[src/rtl/bcd_modn_counter.sv]
// bcd_modn_counter: packed-BCD modulo-N counter with enable, synchronous load,
// terminal-count output for cascading and a registered wrap pulse.
// State changes on the falling edge of clock; reset_n is asynchronous, active-low.
// Optional feature macro: BCD_COUNTER_DOWN_EN adds the decrement direction
// (the up port is ignored and treated as 1 when the macro is undefined).
// Handshake: no valid/ready pair; enable qualifies one step per falling edge,
// load takes priority over enable, and tc is the combinational "next step wraps"
// flag meant to drive the enable of the next cascaded stage.
module bcd_modn_counter #(
  parameter int DIGITS  = 2,
  parameter int MODULUS = 60
) (
  input  logic                clock,
  input  logic                reset_n,
  input  logic                enable,
  input  logic                up,
  input  logic                load,
  input  logic [4*DIGITS-1:0] load_val,
  output logic [4*DIGITS-1:0] count,
  output logic                tc,
  output logic                wrap
);

  localparam int W = 4 * DIGITS;

  // Elaboration-time binary to packed-BCD conversion of a constant.
  function automatic logic [W-1:0] to_bcd(input int value);
    logic [W-1:0] r;
    int           v;
    r = '0;
    v = value;
    for (int i = 0; i < DIGITS; i++) begin
      r[4*i +: 4] = 4'(v % 10);
      v = v / 10;
    end
    return r;
  endfunction

  // Largest count value (MODULUS-1) in BCD; also the load acceptance bound.
  localparam logic [W-1:0] MAX_BCD = to_bcd(MODULUS - 1);

  logic [W-1:0] count_q, count_d;
  logic         wrap_q, wrap_d;
  logic [W-1:0] inc_val;
  logic         inc_carry;
  logic         digits_ok;
  logic         load_ok;
  logic         at_max;
  logic         at_bound;
  logic         dir_up;

`ifdef BCD_COUNTER_DOWN_EN
  logic [W-1:0] dec_val;
  logic         dec_borrow;
  logic         at_zero;

  assign dir_up  = up;
  assign at_zero = (count_q == '0);

  // BCD minus one: a 0 digit becomes 9 and borrows from the next digit.
  always_comb begin
    dec_val    = count_q;
    dec_borrow = 1'b1;
    for (int i = 0; i < DIGITS; i++) begin
      if (dec_borrow) begin
        if (count_q[4*i +: 4] == 4'd0) begin
          dec_val[4*i +: 4] = 4'd9;
        end else begin
          dec_val[4*i +: 4] = count_q[4*i +: 4] - 4'd1;
          dec_borrow        = 1'b0;
        end
      end
    end
  end

  assign at_bound = dir_up ? at_max : at_zero;
`else
  logic unused_up;

  assign dir_up    = 1'b1;
  assign unused_up = up;
  assign at_bound  = at_max;
`endif

  assign at_max = (count_q == MAX_BCD);

  // BCD plus one: a 9 digit becomes 0 and carries into the next digit.
  always_comb begin
    inc_val   = count_q;
    inc_carry = 1'b1;
    for (int i = 0; i < DIGITS; i++) begin
      if (inc_carry) begin
        if (count_q[4*i +: 4] == 4'd9) begin
          inc_val[4*i +: 4] = 4'd0;
        end else begin
          inc_val[4*i +: 4] = count_q[4*i +: 4] + 4'd1;
          inc_carry         = 1'b0;
        end
      end
    end
  end

  // Load value is accepted only if all digits are decimal and it is in range;
  // for valid BCD, unsigned packed compare equals decimal compare.
  always_comb begin
    digits_ok = 1'b1;
    for (int i = 0; i < DIGITS; i++) begin
      if (load_val[4*i +: 4] > 4'd9) digits_ok = 1'b0;
    end
    load_ok = digits_ok && (load_val <= MAX_BCD);
  end

  // Next state: load > enable > hold; wrap flags a boundary step.
  always_comb begin
    count_d = count_q;
    wrap_d  = 1'b0;
    if (load) begin
      count_d = load_ok ? load_val : '0;
    end else if (enable) begin
`ifdef BCD_COUNTER_DOWN_EN
      if (dir_up) begin
        count_d = at_max ? '0 : inc_val;
      end else begin
        count_d = at_zero ? MAX_BCD : dec_val;
      end
`else
      count_d = at_max ? '0 : inc_val;
`endif
      wrap_d = at_bound;
    end
  end

  // Count and wrap registers, falling-edge clocked, async active-low reset.
  always_ff @(negedge clock or negedge reset_n) begin
    if (!reset_n) begin
      count_q <= '0;
      wrap_q  <= 1'b0;
    end else begin
      count_q <= count_d;
      wrap_q  <= wrap_d;
    end
  end

  assign count = count_q;
  assign wrap  = wrap_q;
  assign tc    = enable & ~load & at_bound;

endmodule
[config.mk]
export PLATFORM = sky130hd
export DESIGN_NAME = bcd_modn_counter
export DESIGN_NICKNAME = d
export VERILOG_FILES = /design/src/rtl/bcd_modn_counter.sv
export SDC_FILE = /design/constraint.sdc
export NUM_CORES = 1
export LEC_CHECK = 0
export ABC_AREA = 1
export CAP_MARGIN = 20
export CORE_MARGIN = 3
export CORE_UTILIZATION = 45
export DETAILED_ROUTE_END_ITERATION = 10
export GPL_TIMING_DRIVEN = 0
export PLACE_DENSITY = 0.76
export SLEW_MARGIN = 20
export SYNTH_ARGS = -nofsm -noshare
export SYNTH_HDL_FRONTEND = slang
export SYNTH_SLANG_ARGS = --single-unit
export TNS_END_PERCENT = 30
[constraint.sdc]
create_clock -name clock -period 2.9 [get_ports clock]
set_clock_uncertainty 0.05 [all_clocks]
set_input_delay 0.435 -clock clock [delete_from_list [all_inputs] [get_ports clock]]
set_output_delay 0.435 -clock clock [all_outputs]
set_load 0.005 [all_outputs]
==> results of run 1 <==
## routing by layer
layer / GRT usage [%] / up-vias / part of all wire (%)
li1: - / 387 / -
met1: 23.4 / 340 / 43
met2: 30.5 / 27 / 49
met3: 2.37 / 6 / 5.4
met4: 12.5 / 0 / 2.9
met5: 0 / - / 0
## repair_timing
action | in CTS | in global routing
setup buffers | 11 | 2
setup endpoints to repair | 10 | 6
resized for setup | 31 | 5
hold buffers | 0 | 0
pin swaps | 3 | 1
## cell usage after synthesis
cell      instances
a21oi_1           2
a21oi_2           4
buf_4             1
clkinv_1          3
dfrtn_1           9
ha_1              4
inv_1            11
inv_2             3
inv_4             1
nand2_1          18
nand2_2           1
nand2_4           1
nand3_1           7
nand3_4           1
nand4_1           3
nor2_1           18
nor2_2            1
nor2_4            1
nor4_1            2
o21ai_1           2
o21ai_2           2
o21ai_4           1
o21bai_1          1
xnor2_1           1
xor2_1            1
## flip-flops by register name, summed over array words and instances, names as in the netlist
name   flops
count      8
wrap       1
## worst max path at each step
| stage | start | to | slack (ps) | cells after the start |
|---|---|---|---|---|
| after floorplan | count[0]$_DFFE_NN0P_ | tc | -40 | 3 |
| after global placement | count[0]$_DFFE_NN0P_ | tc | -590 | 4 |
| after detailed placement | count[0]$_DFFE_NN0P_ | tc | -610 | 4 |
| after CTS | count[0]$_DFFE_NN0P_ | tc | -320 | 4 |
| after global routing | count[0]$_DFFE_NN0P_ | tc | -390 | 4 |
| final | count[0]$_DFFE_NN0P_ | tc | -310 | 4 |
## logic make-up after synthesis
logic type / count (synthesis)
AND/OR/NAND/NOR: 53
buffers and inverters: 19
AO/OA/AOI/OAI: 12
flip-flops: 9
XOR/XNOR: 2
adder cells (fa/ha/maj): 4
## metrics by stage
stage                     area (um2)  hold slack, ps  setup slack [ps]
after floorplan                  743             435             -44.6
after global placement           962             459              -589
after detailed placement         962             461              -614
after CTS                       1100             462              -320
after global routing            1110             543              -392
final                           1110             495              -310
## power groups by stage
stage          combinational (uW)  sequential [uW]  clock, uW
3_3_place_gp                  179              182          0
5_1_grt                       293              168        112
6_report                      265              166        104
2_1_floorplan                 106              180          0
3_5_place_dp                  184              182          0
4_1_cts                       249              164        104
## area by class of cell
cell class,instances,area [um2]
Buffer,1,7.51
Clock buffer,4,26.3
Fill cell,109,285
Inverter,18,70.1
Multi-Input combinational cell,71,470
Sequential cell,9,225
Tap cell,15,18.8
Timing Repair Buffer,33,295
## worst reg2reg max path: cells and delay by family, from the launching register on
kind                     cells  cell delay [ps]
XOR/XNOR                     1              160
AND/OR/NAND/NOR              2              150
buffers and inverters        3              370
flip-flops                   1              380
adder cells (fa/ha/maj)      1              210
AO/OA/AOI/OAI                1               70
==> qor.txt, run 1 <==
Status: complete, but fails checks
Failing checks: setup timing
Placed cells: 134
Synth Area per Inst: 7.28 um2
Final Hold Viols: 0
Starting Density: 51.5%
Die area: 2120 um2
Core area: 1400 um2
Max-slew headroom: 69.4%
Vias in the first global route: 678
Worst r2r dst: count[2]$_DFFE_NN0P_
Placed wire-length estimate: 1230 um
HP Class: reg2reg
Multiplexer share of the synthesized area: 0%
Ports: 23
Post-synthesis cell area: 721 um2
Cell Int Power: 336 uW
LEAKAGE: 0.000551 uW
Pwr Density: 480 nW/um2
Initial antenna violation count: 0
Worst-Skew Late Latency: 270 ps
Startpoint Class: flip-flop
Main area contributors after synthesis: dfrtn_1 (31%), nand2_1 (9.4%), nor2_1 (9.4%)
Reg2Reg Depth: 8
#FFs+latches synth: 9
Maxcap violations: 0
Critical path arrival: 2730 ps
TritonCTS clock tree: built
Hold Crit Start: count[7]$_DFFE_NN0P_
Worst path slowest cell: dfrtn_1
Die W: 46.0 um
Critical path peak fanout: 2
ANT nets after route: 0
Worst ir drop on vdd: 0.000297 V
CP Capture Type: output port
Synth Area in Adders: 6.94%
Switching portion of total power: 37.2%
CTS buffer count: 3
Share of cells above drive strength 1: 31.6%
Global-route wire length before repair: 2850 um
Post-synthesis xor/xnor area fraction: 2.43%
Synth Instances: 99
Crit-path leading delay family: flip-flops
Final GP Congestion: 0.803
CP Data Required Time: 2410 ps
Worst-Margin Slew: 458 ps
Crit-path max cell delay: 460 ps
Clk pin slew, worst setup/hold paths: 50 ps
Row count: 13
Final setup viols: 3
Combinational Power Share: 49.5%
# nets final: 154
P_sw: 199 uW
Largest net degree at the start of global routing: 11
Port Buf Inserts: 20
WP buf/inv: 1
Crit Path Category: reg2out
Dominant cell type by area after synthesis: dfrtn_1
Number of remaining DRC errors: 0
RSZ-0062 raised after global routing: yes
Diodes inserted: 0
Post-route insts no fill: 151
Seq pwr share: 31.0%
DRT iter0 DRCs: 6
Highest-count cells in the layout ignoring fill and taps: nand2_1 (18), nor2_1 (18), inv_1 (10), buf_4 (10), clkdlybuf4s50_1 (10)
Post-DR vias/cell: 5.03
Total global routing overflow: 0
Clock Sinks: 9
Utilization after layout: 79.6%
Setup WS post-layout: -310 ps
Worst R2R Setup Slack: 1360 ps
Worst Hold Path Cells: 3
CTS HTree Levels: 1
Slew Viols, Final: 0
Final wirelength: 1870 um
Compound-Gate Fraction of Synth Area: 13.4%
Die Ht: 46.0 um
Share of the synthesized area in the top cell type: 31.3%
GRT Total Usage: 19.0%
Drt pass-1 iters: 4
Root Driver: clkbuf_4
CTS Buffer Depth: 2
Synthesized net count: 116
Setup TNS Final: -484 ps
Register area share after synthesis: 31.3%
Hold Path End: count[7]$_DFFE_NN0P_
Worst r2r src: count[0]$_DFFE_NN0P_
Crit path cell chain: ha_4, nand3_4, nor4_4, buf_2
Design Power: 535 uW
Clock power frac: 19.4%
Yosys Warn Count: 0
Largest family of logic cells by synthesized area: simple AND/OR/NAND/NOR gates
Unique masters post-synth: 25
Synth-to-layout area growth: 54.5%
Via count: 760
Wire length per cell: 12.4 um
Synth Area in Simple Gates: 35.2%
Power figures use the tool's default switching activity.
==> run 2, diff against run 1 <==
Settings changed: CAP_MARGIN 20 to 0.
==> results of run 2 <==
The final DEF is identical to that of run 1; final timing and power are the same.
==> run 3, diff against run 2 <==
Settings changed: CAP_MARGIN 0 to not set, CORE_UTILIZATION 45 to 40, CTS_CLUSTER_SIZE set to 40, PLACE_DENSITY 0.76 to 0.71.
Clock period 2.9 ns to 2.8 ns, I/O delays scaled along.
==> run 3 against run 2 <==
Against the previous run: the run still ends with setup timing left; via count rose by 2.5%; die area rose by 11%; largest cell class unchanged; non-clock buffer count rose by 3; power rose by 6.5%; clock-buffer cell count did not move; sequential cell count did not move; combinational power rose by 9.4%; cell area rose by 3.5%; first-iteration DRC count rose to 3.2 times the previous value; sequential power rose by 5%.
==> qor.txt, run 3 (synthesis results as in run 1) <==
Status: complete, but fails checks
Failing checks: setup timing
Largest net degree at the start of global routing: 11 (unchanged)
Area after DPL: 973 um2 (+1.2%)
Ports: 23 (unchanged)
Setup TNS Final: -550 ps (-66.0 ps)
Final wirelength: 1900 um (+1.3%)
Crit-path leading delay family: flip-flops
ANT nets after route: 0 (unchanged)
Pre-CTS worst setup slack: -658 ps (-43.6 ps)
RSZ-0062 raised after global routing: yes
# nets final: 157 (+1.9%)
Core area: 1590 um2 (+14%)
GRT Total Usage: 17.4% (-1.6 points)
Via count: 779 (+2.5%)
Setup WS post-layout: -353 ps (-42.9 ps)
Final Hold Viols: 0 (unchanged)
Startpoint Class: flip-flop
Post-route insts no fill: 163 (+7.9%)
Synth-to-layout area growth: 59.9%
Highest-count cells in the layout ignoring fill and taps: nand2_1 (18), nor2_1 (18), buf_4 (12)
Max-slew headroom: 69.9% (+0.47 points)
Crit-path max cell delay: 450 ps (about the same)
DRT iter0 DRCs: 19 (+13)
Initial antenna violation count: 0 (unchanged)
Final GP Congestion: 0.797 (-0.72%)
Port Buf Inserts: 20 (unchanged)
Worst path slowest cell: dfrtn_1
Register area: 225 um2 (unchanged)
Maxcap violations: 0 (unchanged)
Number of remaining DRC errors: 0 (unchanged)
Root Driver: clkbuf_4
Share of cells above drive strength 1: 36.7% (+5.1 points)
Final setup viols: 5 (+2)
M3 GR Usage: 4.60% (+2.2 points)
Vias in the first global route: 739 (+9.0%)
CTS buffer count: 3 (unchanged)
Worst ir drop on vdd: 0.000376 V (+27%)
GR Layer Usage met1: 21.0% (-2.4 points)
Clk pin slew, worst setup/hold paths: 50 ps (about the same)
Diodes inserted: 0 (unchanged)
Met2 Usage GRT: 28.9% (-1.6 points)
Critical path arrival: 2680 ps (-50 ps)
Worst-Skew Late Latency: 270 ps (about the same)
CP Data Required Time: 2330 ps (-80 ps)
CTS HTree Levels: 1 (unchanged)
Pwr Density: 495 nW/um2 (+3.0%)
Die area: 2350 um2 (+11%)
Area of the multi-input gates: 470 um2 (unchanged)
Drt pass-1 iters: 4 (unchanged)
Crit Path Category: reg2out
Max reg flops: 8 (unchanged)
HP Class: reg2reg
Total global routing overflow: 0 (unchanged)
LEAKAGE: 0.000565 uW (+2.5%)
Global-route wire length before repair: 3170 um (+11%)
Fill cells: 144 (+32%)
Crit path cell chain: ha_4, nand3_4, nor4_4, buf_2
Worst-Margin Slew: 451 ps (-7.06 ps)
Utilization after layout: 72.3% (-7.3 points)
CP Capture Type: output port
CTS Buffer Depth: 2 (unchanged)
Busiest grt layer: met2
Row count: 14 (+1)
WP buf/inv: 1 (unchanged)
Hold Buf Count CTS: 0 (unchanged)
Post-DR vias/cell: 4.78 (-5.0%)
Placed wire-length estimate: 1270 um (+2.7%)
Starting Density: 45.2% (-6.3 points)
Die W: 48.4 um (+5.3%)
Post-route cell area: 1150 um2 (+3.5%)
Critical path peak fanout: 2 (unchanged)
Wire length per cell: 11.6 um (-6.2%)
TritonCTS clock tree: built
Slew Viols, Final: 0 (unchanged)
Placed cells: 143 (+6.7%)
Die Ht: 48.4 um (+5.3%)
Worst R2R Setup Slack: 1240 ps (-120 ps)
Clock Sinks: 9 (unchanged)
run 3: changes by cell type in the layout (fill, tap and decap cells not counted):
cell           previous run  this run
inv_2                     4         6
buf_4                    10        12
buf_6                     6         9
buf_2                     2         3
inv_1                    10         8
dlygate4sd2_1             4         1
run 3: worst paths after layout:
path	endpoint	startpoint	cells past startpoint
setup / recovery	tc	count[0]$_DFFE_NN0P_	4
hold / removal	count[7]$_DFFE_NN0P_	count[7]$_DFFE_NN0P_	3
setup reg to reg	count[2]$_DFFE_NN0P_	count[0]$_DFFE_NN0P_	8
hold reg to reg	count[7]$_DFFE_NN0P_	count[7]$_DFFE_NN0P_	3
max in group asynchronous	count[5]$_DFFE_NN0P_	reset_n	1
min in group asynchronous	count[3]$_DFFE_NN0P_	reset_n	1
run 3: final cells by class:
| type | count | share of cell area (%) |
|---|---|---|
| tap | 24 | 2.61 |
| inverter | 18 | 6.08 |
| multi-input combinational | 71 | 40.8 |
| buffer | 1 | 0.651 |
| timing repair buffer | 36 | 28.0 |
| sequential | 9 | 19.5 |
| clock buffer | 4 | 2.28 |
run 3: routing by layer:
metal | routed length [um] | up-vias
li1 | - | 393
met4 | 19 | 0
met2 | 957 | 25
met5 | 0 | -
met3 | 92 | 2
met1 | 828 | 359
run 3: tightest hold or removal path, stage by stage (launching register included):
cell	delay, ps
dfrtn_1	380
nand3_1	110
nand2_1	50
nor2_1	80
run 3: repair_timing:
action,in CTS,in global routing
endpoints found under the setup margin,10,9
pin swaps,1,4
buffers inserted,16,2
gates resized for setup,35,14
run 3: where the power goes:
group          internal [uW]  switching (uW)
Sequential               154            20.0
Combinational            154             136
Clock                   55.1            50.9
run 3: per-stage QoR:
| stage | hold slack, ps | total power (uW) |
|---|---|---|
| finish | 497 | 570 |
| global route | 543 | 614 |
| CTS | 471 | 553 |
| detailed placement | 472 | 380 |
| global placement | 462 | 374 |
| floorplan | 435 | 295 |
==> edit (flow settings as in run 3) <==
Add a define of `BCD_COUNTER_DOWN_EN`.
--- a/src/rtl/bcd_modn_counter.sv
+++ b/src/rtl/bcd_modn_counter.sv
@@ -7,4 +7,6 @@
 // load takes priority over enable, and tc is the combinational "next step wraps"
 // flag meant to drive the enable of the next cascaded stage.
+`define BCD_COUNTER_DOWN_EN
+
 module bcd_modn_counter #(
   parameter int DIGITS  = 2,
Behaviour: not the same (Yosys sat finds a counterexample within 4 cycles, from zero or initial values and one cycle with reset_n low).
==> edit against run 3 <==
The run still ends with negative setup slack left. Cell area grew 20%. Power increased by 9.1%. Routed wire length is 41% higher. Via count grew 36%. Sequential power is essentially flat. Core utilization is 3.9 points lower. Sequential cell count unchanged. Combinational power up 21%. Final cell count grew 30%. Setup slack worse by 0.19 ns. Synthesized area grew 21%. Die area increased by 19%. Largest cell class unchanged.
==> edit: results (changes against run 3) <==
outcome finished, violations left; failing checks negative setup slack; crit-path max FO 4 (+2); top cells by area, synth dfrtn_1 (26%), nand2_1 (20%), nand3_1 (9.2%), ha_1 (5.7%), inv_1 (5.6%); met3 usage 1.140% (-3.5 points); hpwl dp 1.666 mm (+32%); FF-to-FF setup slack 0.93 ns (-0.31 ns); RD Place Congestion 0.8911 (+12%); slack of the critical path -0.5423 ns (-0.1889 ns); clk buf depth 2 (unchanged); initial antenna violation count 0 (unchanged); Final Net Count 203 (+29%); ys async rst share 100.0% (unchanged); Synthesized Nets 154 (+33%); Worst Hold Class register to register; Peak VDD IR 323.1 uV (-14%); Final Setup Violations 9 (+4); met1 Use GR 25.82% (+4.8 points); Worst path slowest cell dfrtn_1; Synth warnings 0 (unchanged); met2 Use GR 36.16% (+7.3 points); Reg-to-Reg Start count[0]; CP Launch Point count[4]; CTS root buf clkbuf_4; layout cells sized above 1 34.05% (-2.6 points); Pre-Repair DR Iteration Count 4 (unchanged); total CTS buffers 3 (unchanged); Crit Reg-Reg Endpoint count[2]; Reg2Reg Depth 11 (+3); Clk Latency, worst-skew pair approximately 0.26 ns; end point of the worst hold path count[7]; unique cell type count in the Yosys netlist 20 (-20%); via count 1,063 (+36%); global-route wire length before repair 4.291 mm (+35%); Hold Path Cell Cnt 2 (-1); Seq/Total Area, Yosys 25.75% (-5.5 points); post-DR wirelength/cell 12.63 microns (+8.5%); main flop type after synthesis dfrtn_1; largest net degree at the start of global routing 10 (-1); number of flip-flops in the largest register 8 (unchanged); hold_ws 0.5207 ns (+0.02402 ns); vias in the first global route 974 (+32%); synth cell count leaders nand2_1 (46), nand3_1 (16), inv_1 (13), nor2_1 (11), dfrtn_1 (9); initial DRC count 21 (+2); Worst slew margin 72.53% (+2.7 points); hold path startpoint count[7]; Global Route Usage Sum 20.73% (+3.3 points); slowest stage delay, CP 0.51 ns (+0.06 ns); H-tree Lvls 1 (unchanged); port bufs 22 (+10%); Fill cells 180 (+25%); DP Worst Slack -0.8220 ns (-0.1641 ns); Clock transition at path regs ~0.040 ns; leakage 0.7273 nW (+29%)
edit: cell types whose count changed after synthesis, moves of 4 or more:
cell,change
nand3_1,+9
nand2_2,+5
a21oi_2,-4
o21ai_0,+4
nand2_1,+28
nor2_1,-7
edit: report_power, final:
group | switching, mW | leakage (nW) | internal (mW)
registers | 0.0258 | 0.119 | 0.149
logic | 0.182 | 0.593 | 0.169
clock network | 0.0416 | 0.0150 | 0.0547
total | 0.249 | 0.727 | 0.373
edit: area by class of cell:
class | instances | area share, %
Inverter | 18 | 5.068
Multi-Input combinational cell | 109 | 45.61
Sequential cell | 9 | 16.29
Buffer | 1 | 0.8145
Timing Repair Buffer | 44 | 27.87
Tap cell | 27 | 2.443
Clock buffer | 4 | 1.900
edit: how the worst max path moves through the flow:
stage,to,slack [ns],cells after the start
final,tc,-0.54,7
after global routing,tc,-0.63,7
after CTS,tc,-0.54,6
after floorplan,tc,-0.20,6
after detailed placement,tc,-0.82,7
after global placement,tc,-0.82,7
edit: per-stage QoR:
stage	power (mW)	utilization [%]	cell area, sq um	TNS (ns)	cells
6_report	0.6218	68.38	1383	-1.329	212
4_1_cts	0.5732	64.05	1295	-1.615	205
3_5_place_dp	0.4254	56.19	1136	-5.203	186
2_1_floorplan	0.3308	-	882.1	-0.1997	137
3_3_place_gp	0.4181	56.19	1136	-5.152	186
5_1_grt	0.6724	68.38	1383	-2.077	212
edit: critical path, delay by kind of cell, from the launching register on:
| family | cells | cell delay, ns |
|---|---|---|
| DFF | 1 | 0.51 |
| buffers and inverters | 2 | 0.23 |
| and+or+nand+nor | 4 | 0.32 |
| AOI/OAI and AO/OA | 1 | 0.15 |
edit: cell families after synthesis:
family | synth area share (%)
AND/OR/NAND/NOR | 44.49
adder cells (fa/ha/maj) | 5.723
flip-flops | 25.75
buffers and inverters | 9.299
XOR/XNOR | 4.006
AO/OA/AOI/OAI | 10.73
edit: routing by layer:
layer	vias up	routed length, microns
met3	10	109
li1	538	-
met2	29	1362
met5	-	0
met1	486	1122
met4	0	84
edit: timing repair:
item                                    4_1_cts  5_1_grt
endpoints found under the setup margin       18       12
pin swaps                                     4        4
hold buffers                                  0        0
setup buffers                                15        7
resized for setup                            37       17
